**config.mk**
```make
export PLATFORM = sky130hd
export DESIGN_NAME = imem_loader
export DESIGN_NICKNAME = d
export VERILOG_FILES = /design/src/rtl/imem_loader_pkg.sv /design/src/rtl/imem_loader.sv
export SDC_FILE = /design/constraint.sdc
export NUM_CORES = 1
export LEC_CHECK = 0
export ABC_AREA = 1
export CAP_MARGIN = 20
export CELL_PAD_IN_SITES_DETAIL_PLACEMENT = 0
export CELL_PAD_IN_SITES_GLOBAL_PLACEMENT = 2
export CORE_ASPECT_RATIO = 0.6
export CORE_MARGIN = 1
export CORE_UTILIZATION = 31
export DETAILED_ROUTE_END_ITERATION = 7
export HOLD_SLACK_MARGIN = 0.06
export PLACE_DENSITY_LB_ADDON = 0.1
export SETUP_SLACK_MARGIN = 0.5
export SLEW_MARGIN = 20
export SYNTH_ARGS = -nofsm -noshare
export SYNTH_HDL_FRONTEND = slang
export SYNTH_SLANG_ARGS = --single-unit
```
**constraint.sdc**
```tcl
create_clock -name clk -period 2.2 [get_ports clk]
set_input_delay 0.44 -clock clk [delete_from_list [all_inputs] [get_ports clk]]
set_output_delay 0.44 -clock clk [all_outputs]
set_load 0.05 [all_outputs]
```
**src/rtl/imem_loader_pkg.sv**
```systemverilog
// -----------------------------------------------------------------------------
// imem_loader_pkg
//   Shared types and constants for the boot-time instruction-memory loader.
//   - loader_state_t : frame parser states
//   - DEFAULT_SYNC_BYTE : default frame start marker
//   - max_words()    : largest image (in words) that fits the byte-wide imem
// -----------------------------------------------------------------------------
package imem_loader_pkg;

    typedef enum logic [2:0] {
        SYNC,
        LEN,
        DATA,
        CSUM,
        DONE,
        ERR
    } loader_state_t;

    localparam logic [7:0] DEFAULT_SYNC_BYTE = 8'hA5;

    // Memory depth in bytes divided by bytes per instruction word.
    function automatic int max_words(input int addr_w, input int data_w);
        return (1 << addr_w) / (data_w / 8);
    endfunction

endpackage

```
**src/rtl/imem_loader.sv**
```systemverilog
// -----------------------------------------------------------------------------
// imem_loader
//   Parses a framed program image from a byte stream and writes it, one byte
//   per cycle, into the byte-wide instruction memory. The core is held in
//   reset until a complete image with a matching checksum is resident.
//
//   Frame: SYNC_BYTE, N (word count), N*BPW payload bytes (big-endian words,
//   first byte at the lowest address), 8-bit sum of the payload bytes.
//
// Ports
//   clk        : clock
//   rst_n      : synchronous active-low reset
//   in_valid   : byte-stream valid
//   in_data    : byte-stream data
//   in_ready   : loader accepts a byte (transfer on in_valid && in_ready)
//   mem_we     : imem byte write enable (one-cycle pulse per payload byte)
//   mem_addr   : imem byte address
//   mem_wdata  : imem byte data
//   cpu_rst_n  : processor reset, low holds the core
//   load_done  : a valid image is resident
//   load_err   : the last frame was rejected
//   load_words : word count of the last successful image
// -----------------------------------------------------------------------------
module imem_loader
    import imem_loader_pkg::*;
#(
    parameter int         ADDR_BUS_WIDTH = 5,
    parameter int         DATA_BUS_WIDTH = 32,
    parameter logic [7:0] SYNC_BYTE      = DEFAULT_SYNC_BYTE
) (
    input  logic                      clk,
    input  logic                      rst_n,
    input  logic                      in_valid,
    input  logic [7:0]                in_data,
    output logic                      in_ready,
    output logic                      mem_we,
    output logic [ADDR_BUS_WIDTH-1:0] mem_addr,
    output logic [7:0]                mem_wdata,
    output logic                      cpu_rst_n,
    output logic                      load_done,
    output logic                      load_err,
    output logic [7:0]                load_words
);

    localparam int BPW       = DATA_BUS_WIDTH / 8;
    localparam int MAX_WORDS = max_words(ADDR_BUS_WIDTH, DATA_BUS_WIDTH);

    loader_state_t             state;
    logic [7:0]                sum;
    logic [ADDR_BUS_WIDTH-1:0] byte_cnt;
    // Index of the final payload byte; N is bounded in LEN so this never
    // exceeds the memory depth and byte_cnt never has to wrap.
    logic [ADDR_BUS_WIDTH-1:0] last_idx;
    logic [7:0]                n_words;

    logic accept;
    assign accept = in_valid && in_ready;

    always_ff @(posedge clk) begin
        if (!rst_n) begin
            state      <= SYNC;
            in_ready   <= 1'b0;
            mem_we     <= 1'b0;
            mem_addr   <= '0;
            mem_wdata  <= '0;
            cpu_rst_n  <= 1'b0;
            load_done  <= 1'b0;
            load_err   <= 1'b0;
            load_words <= '0;
            sum        <= '0;
            byte_cnt   <= '0;
            last_idx   <= '0;
            n_words    <= '0;
        end else begin
            in_ready <= 1'b1;
            mem_we   <= 1'b0;

            if (accept) begin
                case (state)
                    // Hunting for a frame start. A sync byte seen while an
                    // image is resident (DONE) or after a reject (ERR) drops
                    // the core back into reset before any overwrite begins.
                    SYNC, DONE, ERR: begin
                        if (in_data == SYNC_BYTE) begin
                            state     <= LEN;
                            cpu_rst_n <= 1'b0;
                            load_done <= 1'b0;
                        end
                    end

                    LEN: begin
                        if (int'(in_data) > MAX_WORDS) begin
                            state     <= ERR;
                            load_err  <= 1'b1;
                            load_done <= 1'b0;
                            cpu_rst_n <= 1'b0;
                        end else begin
                            sum      <= '0;
                            byte_cnt <= '0;
                            n_words  <= in_data;
                            if (in_data == 8'd0) begin
                                state <= CSUM;
                            end else begin
                                state    <= DATA;
                                last_idx <= ADDR_BUS_WIDTH'(int'(in_data) * BPW - 1);
                            end
                        end
                    end

                    // Bytes land at consecutive addresses in arrival order,
                    // which gives big-endian word layout in imem.
                    DATA: begin
                        mem_we    <= 1'b1;
                        mem_addr  <= byte_cnt;
                        mem_wdata <= in_data;
                        sum       <= sum + in_data;
                        load_err  <= 1'b0;
                        if (byte_cnt == last_idx) begin
                            state <= CSUM;
                        end else begin
                            byte_cnt <= byte_cnt + 1'b1;
                        end
                    end

                    CSUM: begin
                        if (in_data == sum) begin
                            state      <= DONE;
                            cpu_rst_n  <= 1'b1;
                            load_done  <= 1'b1;
                            load_err   <= 1'b0;
                            load_words <= n_words;
                        end else begin
                            state     <= ERR;
                            load_err  <= 1'b1;
                            load_done <= 1'b0;
                            cpu_rst_n <= 1'b0;
                        end
                    end

                    default: state <= SYNC;
                endcase
            end
        end
    end

endmodule

```
* Word level (Yosys, flattened, before mapping)
Cells that the tools add are included.
Storage, ports and cells: flip-flop bits (word level) 54, bits of input ports 11, output and inout bits 26, logic and storage cells 68
Cells by class: add/subtract/negate cells 3, $lt $le $gt $ge 1, eq/ne operators 13, muxes and demuxes 20, bitwise logic cells 2, reductions and logical operators 17
Operators by type and width (count):
- 8-bit one-hot mux with 2 select lines | 1
- 3-bit AND reduction | 5
- 3-bit one-hot mux with 4 select lines | 1
- 4-bit AND reduction | 3
- 5-bit 2-to-1 mux | 2
- 2-bit != test (second input constant) | 5
- 5-bit one-hot mux with 2 select lines | 1
- 1-bit 2-to-1 mux | 9
- 3-bit 2-to-1 mux | 3
- 8-bit adder | 1
- 8-bit equality test | 1
- 8-bit equality test (second input constant) | 1
- 8-bit by 4-bit greater-than comparator with 1-bit output (second input constant) | 1
- 8-bit zero test | 1
- 8-bit 2-to-1 mux | 1
- 3-bit by 2-bit equality test with 1-bit output (second input constant) | 2
- 3-bit equality test (second input constant) | 2
- 1-bit one-hot mux with 3 select lines | 2
- 3-bit nonzero test | 2
- 5-bit by 1-bit adder with 5-bit output (second input constant) | 1
- 5-bit equality test | 1
- 5-bit by 1-bit subtractor with 5-bit output (second input constant) | 1
- 2-bit AND reduction | 2
- 3-bit by 1-bit equality test with 1-bit output (second input constant) | 1
- 5 further kinds | 6

* Logic depth before layout (Yosys ltp)
Gate-level depths: netlist (run 1).
word-level depth 4, depth in mapped cells 10, mapped depth without buffers 10

* Least setup slack after synthesis (run 1)
Ideal clock, no wire load.
path kind input -> register, from in in_data[3], to reg load_words[0], library setup time 0.119 ns, arrival 1.615 ns, required time 2.081 ns, slack 0.466 ns, cell stages on the path 8, buffers on the path 1, path through ha_1 nor3_1 nand3_1 nor2_4 nand2_4 buf_6 o21ai_0 a21oi_1
Between the ends: cells in the longest elaborated chain, start to end 2
RTL lines:
- from (decl) | RTL line imem_loader.sv:34 | input logic [7:0] in_data,
- 8-bit equality test | RTL line imem_loader.sv:126 | if (in_data == sum) begin
- 3-bit AND reduction (no source line)
- to (signal assigned) | RTL line imem_loader.sv:131 | load_words <= n_words;
- to (decl) | RTL line imem_loader.sv:42 | output logic [7:0] load_words
No other way between the ends. A chain may end at the register's enable or synchronous reset.

* Worst setup path after layout (run 1)
from reg load_words[7], to out load_words[7]
No word-level cell between the ends.

==> metrics.txt, run 1 <==
Row Count 25; ANT cells 0; CTS tree done; Critical Path Stages 1; required time of the worst setup path 1.76 ns; total grt overflow 0; gr usage total 17.8%; most frequent cell after synthesis nand2_1; Wirelength per Cell 13.9 um; outcome finished clean; remaining antenna violation count 0; CP Capture Type primary output; initial antenna violation count 0; Crit Path Max Fanout 2; synth top area cells dfxtp_1, a21oi_1, nand2_1; Worst Clk Skew 0.00753 ns; CTS buffer count 5; Die X 120 um; Die H 72.7 um; EDFF count, synth 0; Worst-Skew Late Latency 0.30 ns; delay-heaviest family, CP buffers and inverters; clock root buffer clkbuf_16; period utilisation layout 74.5%; Cells after Synth 352; clock slew at reported path FFs 0.08 ns; pin count of the biggest net entering global routing 30; vias in the first global route 2272; FF-to-FF path depth 9; Core Area 7980 sq um; Final setup viols 0; post-route minimum period 1.64 ns; WP buf/inv 1; port bufs 36; crit-path cells dlygate4sd2_1; Final Max Slew Viols 0; die area 8720 sq um; drt initial violations 100; num ports 37; CTS H-Tree Depth 2; Tot Pwr 1.92 mW; Tightest Hold Check Type flip-flop to flip-flop; post-synth design cell area 2580 sq um; top cells by count, synth nand2_1, dfxtp_1, a21oi_1, inv_1, nand3_1; layout cells sized above 1 22.3%; DP HPWL 5.29 mm; Async SR Flop Fraction 0%; drt drc 0; Critical Setup Path Class flip-flop to primary output; Yosys Warn Count 0; Synth cell types 28; Fill cells 847; Synth Net Count 375; Initial Util 32.4%; register bit total from synthesis 53; CP max-delay cell dlygate4sd2_1; Critical Path Max Stage Delay 0.54 ns; post-synth top area cell dfxtp_1; RSZ-0062 raised after global routing yes; Hold Buf Count CTS 0; Area Growth Syn to Fin 36.8%; routed wire length 7.31 mm; final RePlAce weighted congestion 0.815; vias per cell 4.70; Startpoint Class flip-flop; maximum vdd drop 0.000290 V; area post-placement 3300 sq um; Power Dens Cells 544 nW/um^2; main flop type after synthesis dfxtp_1; Hold Fails Final Rpt 0; CP Data Arrival Time 1.20 ns; Vias 2470; top-area cell type share of the netlist area 41.1%; per-instance average area after synthesis 7.34 sq um; # clock sinks 53; Fmax 610 MHz; relative slew slack 42.0%; design area 3530 sq um; global-route wire length before repair 11.8 mm; DR pass1 iterations 4; worst hold path stage count 2; NumNets Final 439; Slew @ Worst Pin 0.870 ns; max cap viols 0; Clock Tree Buf Depth 2; post-synthesis sequential area ratio 41.1%; leakage power 1.57 nW
-- logic make-up after synthesis --
| logic type | Yosys count | synth area share, % |
|---|---|---|
| xor+xnor | 5 | 1.70 |
| flops | 53 | 41.1 |
| compound gates | 87 | 17.0 |
| buf+inv | 55 | 9.35 |
| simple gates | 140 | 24.8 |
| fa+ha+maj | 12 | 6.10 |
-- final cells by class --
cell class / count / area [sq um] / area share [%]
repair buffers: 68 / 561 / 15.9
well taps: 108 / 135 / 3.82
clock buffers: 5 / 125 / 3.54
clock inverters: 3 / 25.0 / 0.708
inverters: 43 / 164 / 4.64
flip-flops and latches: 53 / 1070 / 30.2
multi-input cells: 245 / 1460 / 41.2
-- stage by stage --
stage	worst slack, ns	util [%]	hold WS (ns)	cells	setup TNS [ns]
after global placement	-0.0811	41.4	0.427	514	-1.05
after global routing	0.486	44.3	0.463	525	0
final	0.561	44.3	0.443	525	0
after CTS	0.505	43.2	0.442	523	0
after floorplan	0.538	-	0.414	352	0
after detailed placement	-0.151	41.4	0.430	514	-1.37
-- per-layer routing --
layer | global-route usage, % | part of all wire (%) | up-vias | wire, um
li1 | - | - | 1288 | -
met3 | 4.06 | 2.7 | 8 | 200
met1 | 27.1 | 58 | 1142 | 4240
met2 | 24.8 | 38 | 32 | 2810
met4 | 4.17 | 0.78 | 0 | 57
met5 | 0 | 0 | - | 0
-- layout by cell type (no fill, tap or decap), types with 16 or more instances in the layout --
cell type / instances
a21oi_1: 47
nand2_1: 60
o21ai_0: 16
o21ai_1: 16
dfxtp_1: 48
dlygate4sd2_1: 28
nand3_1: 29
inv_1: 34
nor2_1: 27
buf_4: 29
-- state kept, by name (all words and copies together), names as in the netlist --
register	count
load_words	8
mem_wdata	8
n_words	8
sum	8
byte_cnt	5
mem_addr	5
last_idx	4
state	3
in_ready	1
load_done	1
load_err	1
mem_we	1
-- where the power goes --
group	internal, mW	switching [mW]	leakage (nW)	total [mW]
logic	0.0566	0.0876	1.07	0.144
registers	0.959	0.000590	0.429	0.960
clock network	0.429	0.389	0.0704	0.818
-- what timing repair did --
action | in CTS | in global routing
buffers inserted | 1 | 1
resized for setup | 43 | 46
setup endpoints to repair | 64 | 36
pin swaps | 6 | 7
gates cloned | 0 | 1
-- worst paths after layout --
kind / slack [ns] / from / end
max: 0.56 / load_words[7] / load_words[7]
min: 0.44 / n_words[6] / n_words[6]
max reg2reg: 0.61 / sum[5] / load_words[2]
min reg2reg: 0.44 / n_words[6] / n_words[6]
No activity file was read; power rests on OpenSTA's default activity.
==> run 2, diff against run 1 <==
Settings changed: CORE_UTILIZATION 31 to 28.
Clock period 2.2 ns to 1.4 ns, I/O delays scaled along.
==> run 2 against run 1 <==
  * The run now ends with setup timing left
  * Routed wire length is 16% higher
  * Critical path depth is 6 higher
  * Combinational power is 140% higher
  * Utilization is 12 points higher
  * Die area is 10% higher
  * Total power is 68% higher
  * Non-clock buffer count is 51 higher
  * Clock power is 71% higher
  * Sequential share of layout area is 7.0 points lower
  * Sequential cell count stayed put
  * Via count is 9.2% higher
  * Critical path type is now flip-flop to flip-flop
  * Critical endpoint is now sum[6]
==> metrics.txt, run 2 (synthesis results as in run 1) <==
Critical Path Sink sum[6] (was load_words[7]); DR pass1 iterations 4 (unchanged); gr usage total 18.8% (was 17.8%); CTS H-Tree Depth 2 (unchanged); Vias 2698 (was 2470); port bufs 36 (unchanged); worst reg2reg endpoint sum[6] (was load_words[2]); vias per cell 4.66 (was 4.70); Startpoint Class flip-flop (unchanged); max layer used met4 (unchanged); most frequent cells in the layout buf_4, nand2_1, dfxtp_2, buf_12, a21oi_1 (was nand2_1, dfxtp_1, a21oi_1); Initial Util 29.6% (was 32.4%); DP HPWL 6.20 mm (was 5.29 mm); Final Max Slew Viols 0 (unchanged); Area Growth Syn to Fin 89.8% (was 36.8%); delay-heaviest family, CP adder cells (was buffers and inverters); die area 9630 sq um (was 8720 sq um); failing checks setup timing; outcome finished, violations left (was finished clean); global-route wire length before repair 14.0 mm (was 11.8 mm); most common cell after layout, fill and taps aside buf_4 (was nand2_1); Critical Path Max Stage Delay 0.38 ns (was 0.54 ns); crit-path cells ha_4 -> fa_2 -> nand4_1 -> nand3_1 -> nand2_1 -> nand3_1 -> a21oi_1 (was dlygate4sd2_1); CP Capture Type flip-flop (was primary output); CP max-delay cell fa_2 (was dlygate4sd2_1); Critical Path Stages 7 (was 1); Tightest Hold Check Type input port to flip-flop (was flip-flop to flip-flop); Placed Cells 543 (was 514); WP buf/inv 0 (was 1); Fmax 672 MHz; maximum vdd drop 0.000618 V (was 0.000290 V); CTS buffer count 5 (unchanged); clock root buffer clkbuf_16 (unchanged); relative slew slack 82.9% (was 42.0%); drt initial violations 130 (was 100); Die H 76.4 um (was 72.7 um); vias in the first global route 2634 (was 2272); min-delay src in_data[5] (was n_words[6]); Tot Pwr 3.24 mW (was 1.92 mW); initial antenna violation count 0 (unchanged); ANT cells 0 (unchanged); clock slew at reported path FFs 0.07 ns (was 0.08 ns); most used cell, CP nand3_1; Hold Buf Count CTS 0 (unchanged); DR WL met2 3.45 mm (was 2.81 mm); Hold Fails Final Rpt 0 (unchanged); max cap viols 0 (unchanged); FF-to-FF path depth 7 (was 9); final RePlAce weighted congestion 0.795 (was 0.815); routed wire length 8.51 mm (was 7.31 mm); RSZ-0062 raised after global routing yes (unchanged); Fill cells 791 (was 847); required time of the worst setup path 1.62 ns (was 1.76 ns); Crit Path Max Fanout 3 (was 2); Power Dens Cells 660 nW/um^2 (was 544 nW/um^2); CP Data Arrival Time 1.71 ns (was 1.20 ns); reg2reg setup slack -0.09 ns (was 0.61 ns); remaining antenna violation count 0 (unchanged); period utilisation layout 106%; final setup margin -0.0891 ns (was 0.561 ns); CP startpoint sum[0] (was load_words[7]); NumNets Final 490 (was 439); Critical Setup Path Class flip-flop to flip-flop (was flip-flop to primary output); num ports 37 (unchanged); post-route minimum period 1.49 ns; met1 wire length 4.68 mm (was 4.24 mm); Slew @ Worst Pin 0.257 ns (was 0.870 ns); pin count of the biggest net entering global routing 16 (was 30); Non-Filler Instances 579 (was 525); Final setup viols 13 (was 0); drt drc 0 (unchanged); Worst Clk Skew 0.00752 ns (was 0.00753 ns); layout cells sized above 1 61.9% (was 22.3%); total grt overflow 0 (unchanged); Worst R2R Start sum[0] (was sum[5]); Core Area 8720 sq um (was 7980 sq um); Die X 126 um (was 120 um); Wirelength per Cell 14.7 um (was 13.9 um); # clock sinks 53 (unchanged); Row Count 26 (was 25); Clock Tree Buf Depth 2 (unchanged); leakage power 2.02 nW (was 1.57 nW); CTS tree done (unchanged); Worst-Skew Late Latency 0.30 ns (about the same); routed wl met3 300 um (was 200 um)
[run 2: cell count changes in the layout (fill, tap and decap cells not counted), sizes merged]
cell and delta:
buf +83, clkinv +1, clkbuf -5, inv -2
clkinvlp -1, clkdlybuf4s50 -1, bufinv +1, clkdlybuf4s15 +1
dlygate4sd2 -27
[run 2: final cells by class]
type | instances | area (sq um) | area share [%]
clock buffers | 5 | 125 | 2.55
clock inverters | 2 | 35.0 | 0.714
inverters | 43 | 223 | 4.54
multi-input cells | 245 | 1890 | 38.5
flip-flops and latches | 53 | 1140 | 23.2
well taps | 112 | 140 | 2.86
repair buffers | 119 | 1360 | 27.6
[run 2: where the power goes]
part / switching, mW / internal, mW
clock: 0.569 / 0.832
combinational: 0.193 / 0.150
sequential: 0.00242 / 1.49
total: 0.764 / 2.47
[run 2: stage by stage]
stage / worst slack (ns) / util [%] / cell area [sq um] / hold WS [ns] / TNS, ns
floorplan: -0.0433 / - / 2860 / 0.308 / -0.0866
global placement: -0.767 / 45.2 / 3940 / 0.429 / -27.30
detailed placement: -0.765 / 45.2 / 3940 / 0.428 / -27.79
CTS: -0.0886 / 53.5 / 4670 / 0.384 / -0.860
global route: -0.203 / 56.2 / 4900 / 0.394 / -2.80
finish: -0.0891 / 56.2 / 4900 / 0.398 / -0.903
[run 2: per-layer routing]
metal,track usage (%),up-vias
met5,0,-
met4,3.86,0
met3,3.72,9
met2,26.6,41
met1,28.8,1260
li1,-,1388
[run 2: how the worst min path moves through the flow]
stage / endpoint / depth (start not counted)
detailed placement: n_words[5] / 2
CTS: mem_wdata[5] / 4
global placement: n_words[5] / 2
floorplan: in_ready / 0
global route: n_words[1] / 4
finish: mem_wdata[5] / 4
[run 2: repair_timing]
action                                  in CTS  in global routing
pin swaps                                   43                 33
endpoints found under the setup margin      78                 78
resized for setup                          170                 46
cloned                                       2                  0
setup buffers                               18                  9
[run 2: worst min-delay path: cells and delay by family]
family,cells,cell delay [ns]
and+or+nand+nor,2,0.13
buffers and inverters,2,0.24
==> run 3, diff against run 2 <==
Settings changed: SLEW_MARGIN 20 to unset.
==> results of run 3 <==
Same layout as run 2: the final DEF is identical, and so are final timing and power.
